### src/rtl/pipe_trace_pkg.sv
// Shared types and constants for the pipeline trace generator.
// Record field widths follow ID_W_DEF / CYC_W_DEF; the module parameters
// ID_W / CYC_W size the internal counters and are meant to match them.
package pipe_trace_pkg;

  localparam int ID_W_DEF  = 7;
  localparam int CYC_W_DEF = 16;
  localparam int DEPTH_DEF = 4;
  localparam int NUM_STG   = 5;

  localparam int STG_IF  = 0;
  localparam int STG_ID  = 1;
  localparam int STG_EX  = 2;
  localparam int STG_MEM = 3;
  localparam int STG_WB  = 4;

  typedef struct packed {
    logic [NUM_STG-1:0]               stage_vld;
    logic [NUM_STG-1:0][ID_W_DEF-1:0] stage_id;
    logic                             stall;
    logic                             flush;
    logic                             kill_vld;
    logic [ID_W_DEF-1:0]              kill_id;
    logic [CYC_W_DEF-1:0]             cycle;
  } trace_rec_t;

endpackage

### src/rtl/pipe_trace_if.sv
// Trace event stream: valid/ready handshake carrying one trace record.
interface pipe_trace_if;
  import pipe_trace_pkg::*;

  logic       ev_valid;
  logic       ev_ready;
  trace_rec_t ev_rec;

  modport master (output ev_valid, output ev_rec, input ev_ready);
  modport slave  (input ev_valid, input ev_rec, output ev_ready);
endinterface

### src/rtl/pipe_trace_gen_fifo.sv
// trace_fifo: registered-output-free record queue, no fall-through.
// A push into a full queue is accepted only when a pop frees a slot
// in the same cycle.
module trace_fifo #(
  parameter int W     = 8,
  parameter int DEPTH = 4
) (
  input  logic         clk,
  input  logic         rst,
  input  logic         push,
  input  logic [W-1:0] din,
  input  logic         pop,
  output logic [W-1:0] dout,
  output logic         full,
  output logic         empty
);
  localparam int AW = $clog2(DEPTH);

  logic [W-1:0] mem [DEPTH];
  logic [AW:0]  wr_ptr;
  logic [AW:0]  rd_ptr;
  logic         do_push;
  logic         do_pop;

  assign empty   = (wr_ptr == rd_ptr);
  assign full    = (wr_ptr[AW] != rd_ptr[AW]) && (wr_ptr[AW-1:0] == rd_ptr[AW-1:0]);
  assign do_pop  = pop & ~empty;
  assign do_push = push & (~full | do_pop);
  assign dout    = mem[rd_ptr[AW-1:0]];

  // Pointer update; reset discards every queued record.
  always_ff @(posedge clk) begin
    if (rst) begin
      wr_ptr <= '0;
      rd_ptr <= '0;
    end else begin
      if (do_push) wr_ptr <= wr_ptr + (AW+1)'(1);
      if (do_pop)  rd_ptr <= rd_ptr + (AW+1)'(1);
    end
  end

  // Storage write; contents need no reset since the pointers gate visibility.
  always_ff @(posedge clk) begin
    if (do_push) mem[wr_ptr[AW-1:0]] <= din;
  end
endmodule

### src/rtl/pipe_trace_gen.sv
// pipe_trace_gen: models a 5-stage pipeline (IF,ID,EX,MEM,WB) and emits one
// trace record per active cycle into a small queue drained over ev.
// Optional macro PIPE_TRACE_KILL_EN adds kill reporting for flushed fetches;
// without it kill_vld/kill_id stay 0.
// IDs of invalid stages are reported as 0 so records compare cleanly.
module pipe_trace_gen
  import pipe_trace_pkg::*;
#(
  parameter int ID_W  = ID_W_DEF,
  parameter int CYC_W = CYC_W_DEF,
  parameter int DEPTH = DEPTH_DEF
) (
  input  logic         clk,
  input  logic         rst,
  input  logic         stall,
  input  logic         flush,
  pipe_trace_if.master ev,
  output logic         overflow,
  output logic [7:0]   drop_cnt
);
  localparam int REC_W = $bits(trace_rec_t);

  logic [NUM_STG-1:0]           vld_q;
  logic [NUM_STG-1:0][ID_W-1:0] id_q;
  logic [ID_W-1:0]              next_id_q;
  logic [CYC_W-1:0]             cyc_q;
  trace_rec_t                   rec;
  logic                         push;
  logic                         pop;
  logic                         full;
  logic                         empty;
  logic                         drop;
  logic [REC_W-1:0]             fifo_dout;

  // Stage state and cycle stamp; stall holds IF/ID and bubbles EX,
  // flush bubbles ID while the old ID contents move on to EX.
  always_ff @(posedge clk) begin
    if (rst) begin
      vld_q     <= '0;
      id_q      <= '0;
      next_id_q <= '0;
      cyc_q     <= '0;
    end else begin
      cyc_q          <= cyc_q + CYC_W'(1);
      vld_q[STG_WB]  <= vld_q[STG_MEM];
      id_q[STG_WB]   <= id_q[STG_MEM];
      vld_q[STG_MEM] <= vld_q[STG_EX];
      id_q[STG_MEM]  <= id_q[STG_EX];
      if (stall) begin
        vld_q[STG_EX] <= 1'b0;
      end else begin
        vld_q[STG_EX] <= vld_q[STG_ID];
        id_q[STG_EX]  <= id_q[STG_ID];
        vld_q[STG_ID] <= vld_q[STG_IF] & ~flush;
        id_q[STG_ID]  <= id_q[STG_IF];
        vld_q[STG_IF] <= 1'b1;
        id_q[STG_IF]  <= next_id_q;
        next_id_q     <= next_id_q + ID_W'(1);
      end
    end
  end

  // Assemble this cycle's record from the pre-edge stage state.
  always_comb begin
    rec       = '0;
    rec.stall = stall;
    rec.flush = flush;
    rec.cycle = CYC_W_DEF'(cyc_q);
    for (int s = 0; s < NUM_STG; s++) begin
      rec.stage_vld[s] = vld_q[s];
      rec.stage_id[s]  = vld_q[s] ? ID_W_DEF'(id_q[s]) : '0;
    end
`ifdef PIPE_TRACE_KILL_EN
    if (flush && !stall) begin
      rec.kill_vld = 1'b1;
      rec.kill_id  = rec.stage_id[STG_IF];
    end
`endif
  end

  assign push        = (|vld_q) | stall | flush;
  assign pop         = ev.ev_valid & ev.ev_ready;
  assign drop        = push & full & ~pop;
  assign ev.ev_valid = ~empty;
  assign ev.ev_rec   = trace_rec_t'(fifo_dout);

  trace_fifo #(.W(REC_W), .DEPTH(DEPTH)) u_fifo (
    .clk   (clk),
    .rst   (rst),
    .push  (push),
    .din   (rec),
    .pop   (pop),
    .dout  (fifo_dout),
    .full  (full),
    .empty (empty)
  );

  // Sticky overflow and saturating drop counter.
  always_ff @(posedge clk) begin
    if (rst) begin
      overflow <= 1'b0;
      drop_cnt <= '0;
    end else if (drop) begin
      overflow <= 1'b1;
      if (drop_cnt != 8'hFF) drop_cnt <= drop_cnt + 8'd1;
    end
  end
endmodule

### src/flat_wrapper.sv
// flat-port wrapper written by rule: the top's interface ports become plain ports
module pipe_trace_gen_flat import pipe_trace_pkg::*;
#(
  parameter int ID_W  = ID_W_DEF,
  parameter int CYC_W = CYC_W_DEF,
  parameter int DEPTH = DEPTH_DEF
)
  (clk, rst, stall, flush, overflow, drop_cnt, ev_ev_valid, ev_ev_rec, ev_ev_ready);
  pipe_trace_if ev_i ();
  input  logic clk;
  input  logic rst;
  input  logic stall;
  input  logic flush;
  output logic overflow;
  output logic [7:0] drop_cnt;
  output wire logic [$bits(ev_i.ev_valid)-1:0] ev_ev_valid;
  output wire logic [$bits(ev_i.ev_rec)-1:0] ev_ev_rec;
  input wire logic [$bits(ev_i.ev_ready)-1:0] ev_ev_ready;
  assign ev_ev_valid = ev_i.ev_valid;
  assign ev_ev_rec = ev_i.ev_rec;
  assign ev_i.ev_ready = ev_ev_ready;
  pipe_trace_gen #(.ID_W(ID_W), .CYC_W(CYC_W), .DEPTH(DEPTH)) u_core (.clk(clk), .rst(rst), .stall(stall), .flush(flush), .ev(ev_i), .overflow(overflow), .drop_cnt(drop_cnt));
endmodule
### config.mk
export PLATFORM = sky130hd
export DESIGN_NAME = pipe_trace_gen_flat
export DESIGN_NICKNAME = d
export VERILOG_FILES = /design/src/rtl/pipe_trace_pkg.sv /design/src/rtl/pipe_trace_if.sv /design/src/rtl/pipe_trace_gen_fifo.sv /design/src/rtl/pipe_trace_gen.sv /design/src/flat_wrapper.sv
export SDC_FILE = /design/constraint.sdc
export NUM_CORES = 1
export LEC_CHECK = 0
export CORE_AREA = 2 2 231 165
export CTS_BUF_LIST = sky130_fd_sc_hd__clkbuf_4 sky130_fd_sc_hd__clkbuf_8
export CTS_CLUSTER_DIAMETER = 100
export CTS_CLUSTER_SIZE = 12
export DETAILED_ROUTE_END_ITERATION = 8
export DIE_AREA = 0 0 233 167
export PLACE_DENSITY = 0.59
export SLEW_MARGIN = 20
export SYNTH_ARGS = -nofsm -noshare
export SYNTH_HDL_FRONTEND = slang
export SYNTH_SLANG_ARGS = --single-unit
### constraint.sdc
create_clock -name clk -period 4.55 [get_ports clk]
set_input_delay 0.91 -clock clk [delete_from_list [all_inputs] [get_ports clk]]
set_output_delay 0.91 -clock clk [all_outputs]
set_load 0.03 [all_outputs]
==> results of run 1 <==
-- per-layer routing --
layer  up-vias  track usage (%)  part of all wire, %
li1       2628                -                    -
met3        33             3.22                  5.2
met4         0             2.41                  1.5
met2       100             18.2                   45
met5         -                0                    0
met1      2890             17.4                   49
-- cells in the mapped netlist --
| master | instances | share of area, % |
|---|---|---|
| a211oi_1 | 1 | 0.065 |
| a21oi_1 | 10 | 0.43 |
| a41oi_1 | 1 | 0.076 |
| and2_1 | 41 | 2.2 |
| and3_1 | 6 | 0.32 |
| and4b_4 | 1 | 0.12 |
| buf_1 | 4 | 0.13 |
| buf_2 | 10 | 0.43 |
| buf_4 | 8 | 0.52 |
| clkbuf_1 | 11 | 0.36 |
| conb_1 | 1 | 0.032 |
| dfxtp_1 | 80 | 14 |
| edfxtp_1 | 232 | 60 |
| ha_1 | 8 | 0.86 |
| inv_1 | 3 | 0.097 |
| mux2i_1 | 21 | 1.8 |
| mux4_2 | 58 | 11 |
| nand2_1 | 11 | 0.36 |
| nand2b_1 | 1 | 0.054 |
| nand3_1 | 14 | 0.60 |
| nand3_2 | 1 | 0.086 |
| nand3b_1 | 1 | 0.065 |
| nand4_1 | 5 | 0.27 |
| nand4_2 | 1 | 0.11 |
| nor2_1 | 56 | 1.8 |
| nor2b_1 | 19 | 1.0 |
| nor3_1 | 4 | 0.17 |
| nor3b_1 | 2 | 0.13 |
| nor4_1 | 1 | 0.054 |
| o21ai_0 | 6 | 0.26 |
| or2_2 | 1 | 0.054 |
| or3_1 | 4 | 0.22 |
| xnor2_1 | 10 | 0.76 |
| xor2_1 | 18 | 1.4 |
-- final cells by class --
class / instances / area, um2
fillers: 3401 / 23100
flip-flops and latches: 312 / 8570
clock inverters: 3 / 47.5
well taps: 488 / 611
diodes: 1 / 2.50
repair buffers: 83 / 856
multi-input cells: 310 / 2880
inverters: 3 / 11.3
clock buffers: 53 / 586
-- worst paths after layout --
| check | start | cells after the start | end |
|---|---|---|---|
| max | flop | 3 | ev_ev_rec[63] |
| min | u_core.id_q[26] | 1 | u_core.id_q[33] |
| max reg2reg | u_core.vld_q[1] | 5 | u_core.u_fifo.mem[2][27] |
| min reg2reg | u_core.id_q[26] | 1 | u_core.id_q[33] |
-- cells in the final DEF, fill, tap and decap left out, types with 5 or more instances in the layout --
cell type / n
conb_1: 8
edfxtp_1: 232
dfxtp_1: 78
mux4_2: 58
nor2b_1: 19
and2_1: 37
buf_4: 6
xnor2_1: 10
clkbuf_8: 30
xor2_1: 18
clkdlybuf4s50_1: 70
nand2_1: 11
nand4_1: 5
mux2i_1: 21
buf_12: 5
o21ai_0: 6
a21oi_1: 10
ha_1: 8
clkbuf_4: 23
nor2_1: 56
and3_1: 6
nand3_1: 14
-- per-stage QoR --
| step | util [%] | total power [mW] |
|---|---|---|
| floorplan | - | 4.67 |
| CTS | 37.0 | 7.21 |
| finish | 37.0 | 7.08 |
| detailed placement | 35.2 | 5.41 |
| global route | 37.0 | 7.41 |
| global placement | 35.2 | 5.41 |
-- worst max-delay path, stage by stage (launching register included) --
cell,delay [ns]
dfxtp_2,1.01
buf_4,0.36
mux4_2,0.37
clkdlybuf4s50_1,0.61
-- state kept, by name, summed over array words and instances, names as in the netlist, named ones only --
name and cells:
u_core.u_fifo.mem 232, u_core.vld_q 5, u_core.u_fifo.rd_ptr 3, u_core.drop_cnt 8, u_core.id_q 35, u_core.u_fifo.wr_ptr 3
u_core.next_id_q 7, u_core.cyc_q 16, u_core.overflow 1
-- report_power, final --
group	leakage [nW]	internal, mW	switching [mW]
combinational	1.32	0.806	1.01
clock	0.345	0.867	0.927
sequential	2.85	3.33	0.144
-- cell families (layout without fill, tap and decap cells) --
| family | after synthesis | in the layout | share of synthesized area (%) |
|---|---|---|---|
| other cells | 1 | 9 | 0.0323 |
| xor+xnor | 28 | 28 | 2.11 |
| mux | 79 | 79 | 13.1 |
| simple gates | 169 | 169 | 7.66 |
| flops | 312 | 312 | 73.9 |
| buf+inv | 36 | 142 | 1.53 |
| fa+ha+maj | 8 | 8 | 0.863 |
| compound gates | 18 | 18 | 0.831 |
==> flow_summary.toml, run 1 <==
[outcome]
status = "finished, final reports clean"

[place]
postPlaceCellArea_mm2 = 0.0129
place.gp.congestion = 0.718
place_ws_ns = 1.07
place_hpwl_mm = 13.9
portBuffers = 72
dpl.cell_count = 1196

[drt]
wire_per_inst_um = 18.2
vias = 5651
drtAntennaViolNets = 0
vias_per_cell = 4.51
totalWireLength_mm = 22.8
drtIter0Drc = 408
firstDrtPassIters = 5
drc_errors = 0

[global_routing]
antenna_found_initial = 1
grt_pass1_wl_mm = 36.0
grt_max_degree = 59
grt_pass1_vias = 6039
overflow = 0
grt.total_usage_pct = 12.0

[logic_synthesis]
netlist_instances = 651
syn_area_per_cell_um2 = 17.8
syn_area_mm2 = 0.0116
synth-seq-cells = 312
synth.distinct_cells = 34
yosysSeqAreaShare_pct = 73.9
ys_warn_count = 0

[layout]
drive_gt1_share_pct = 17.9
nets = 753
syn_to_final_growth_pct = 17.0
fin_area_mm2 = 0.0136
fin_cells = 1253

[clocking]
cts.sinks = 312
cts_buffer_depth = 3
h-tree-depth = 1
clkTransAtPathRegs_ns = 0.08
cts-root-buf = "clkbuf_8"
cts_buffers = 30
cts_tree = "done"
clk_latency_ns = 0.60
holdBufCountCts = 0
post-cts-setup-buffers = 0
cts-resized-gates = 0

[power_and_ir_drop]
powerDensity_mw_per_mm2 = 522
vdd_drop_max_v = 0.000197
p_leak_nw = 4.51

[run]
drv_cap = 0

[timing]
setup_slack_ns = 0.680
clock_skew_ns = 0.0193
finalCriticalPeriod_ns = 3.87
fmax_mhz = 258
setup_viol = 0
worst_pin_slew_ns = 1.01
rsz0062_at_grt = "no"
holdWs_ns = 0.461
slew_viol_final = 0
finalCritPeriodShare_pct = 85.1
hold_viol = 0
max_slew_margin_pct = 32.5
setup_tns_ns = 0

[setup_path]
start_kind = "flop"
arrival_ns = 2.96
rrSetupSlack_ns = 2.00
cp.required_ns = 3.64
cp_max_fo = 31
end_kind = "output port"
worstSetupPathType = "flop to output port"

[die]
core_area_mm2 = 0.0367
die_x_um = 233
rows = 59
fp.dieH_um = 167
die-area_mm2 = 0.0389
start_util_pct = 31.6
floorplan.io_pins = 81

[worst_hold_path]
hold_class = "flop to flop"
(Power assumes the default switching activity.)
==> inputs of run 2 (changes only) <==
SLEW_MARGIN = default   (was 20)
==> results of run 2 <==
Same layout as run 1: the final DEF is identical, and so are final timing and power.
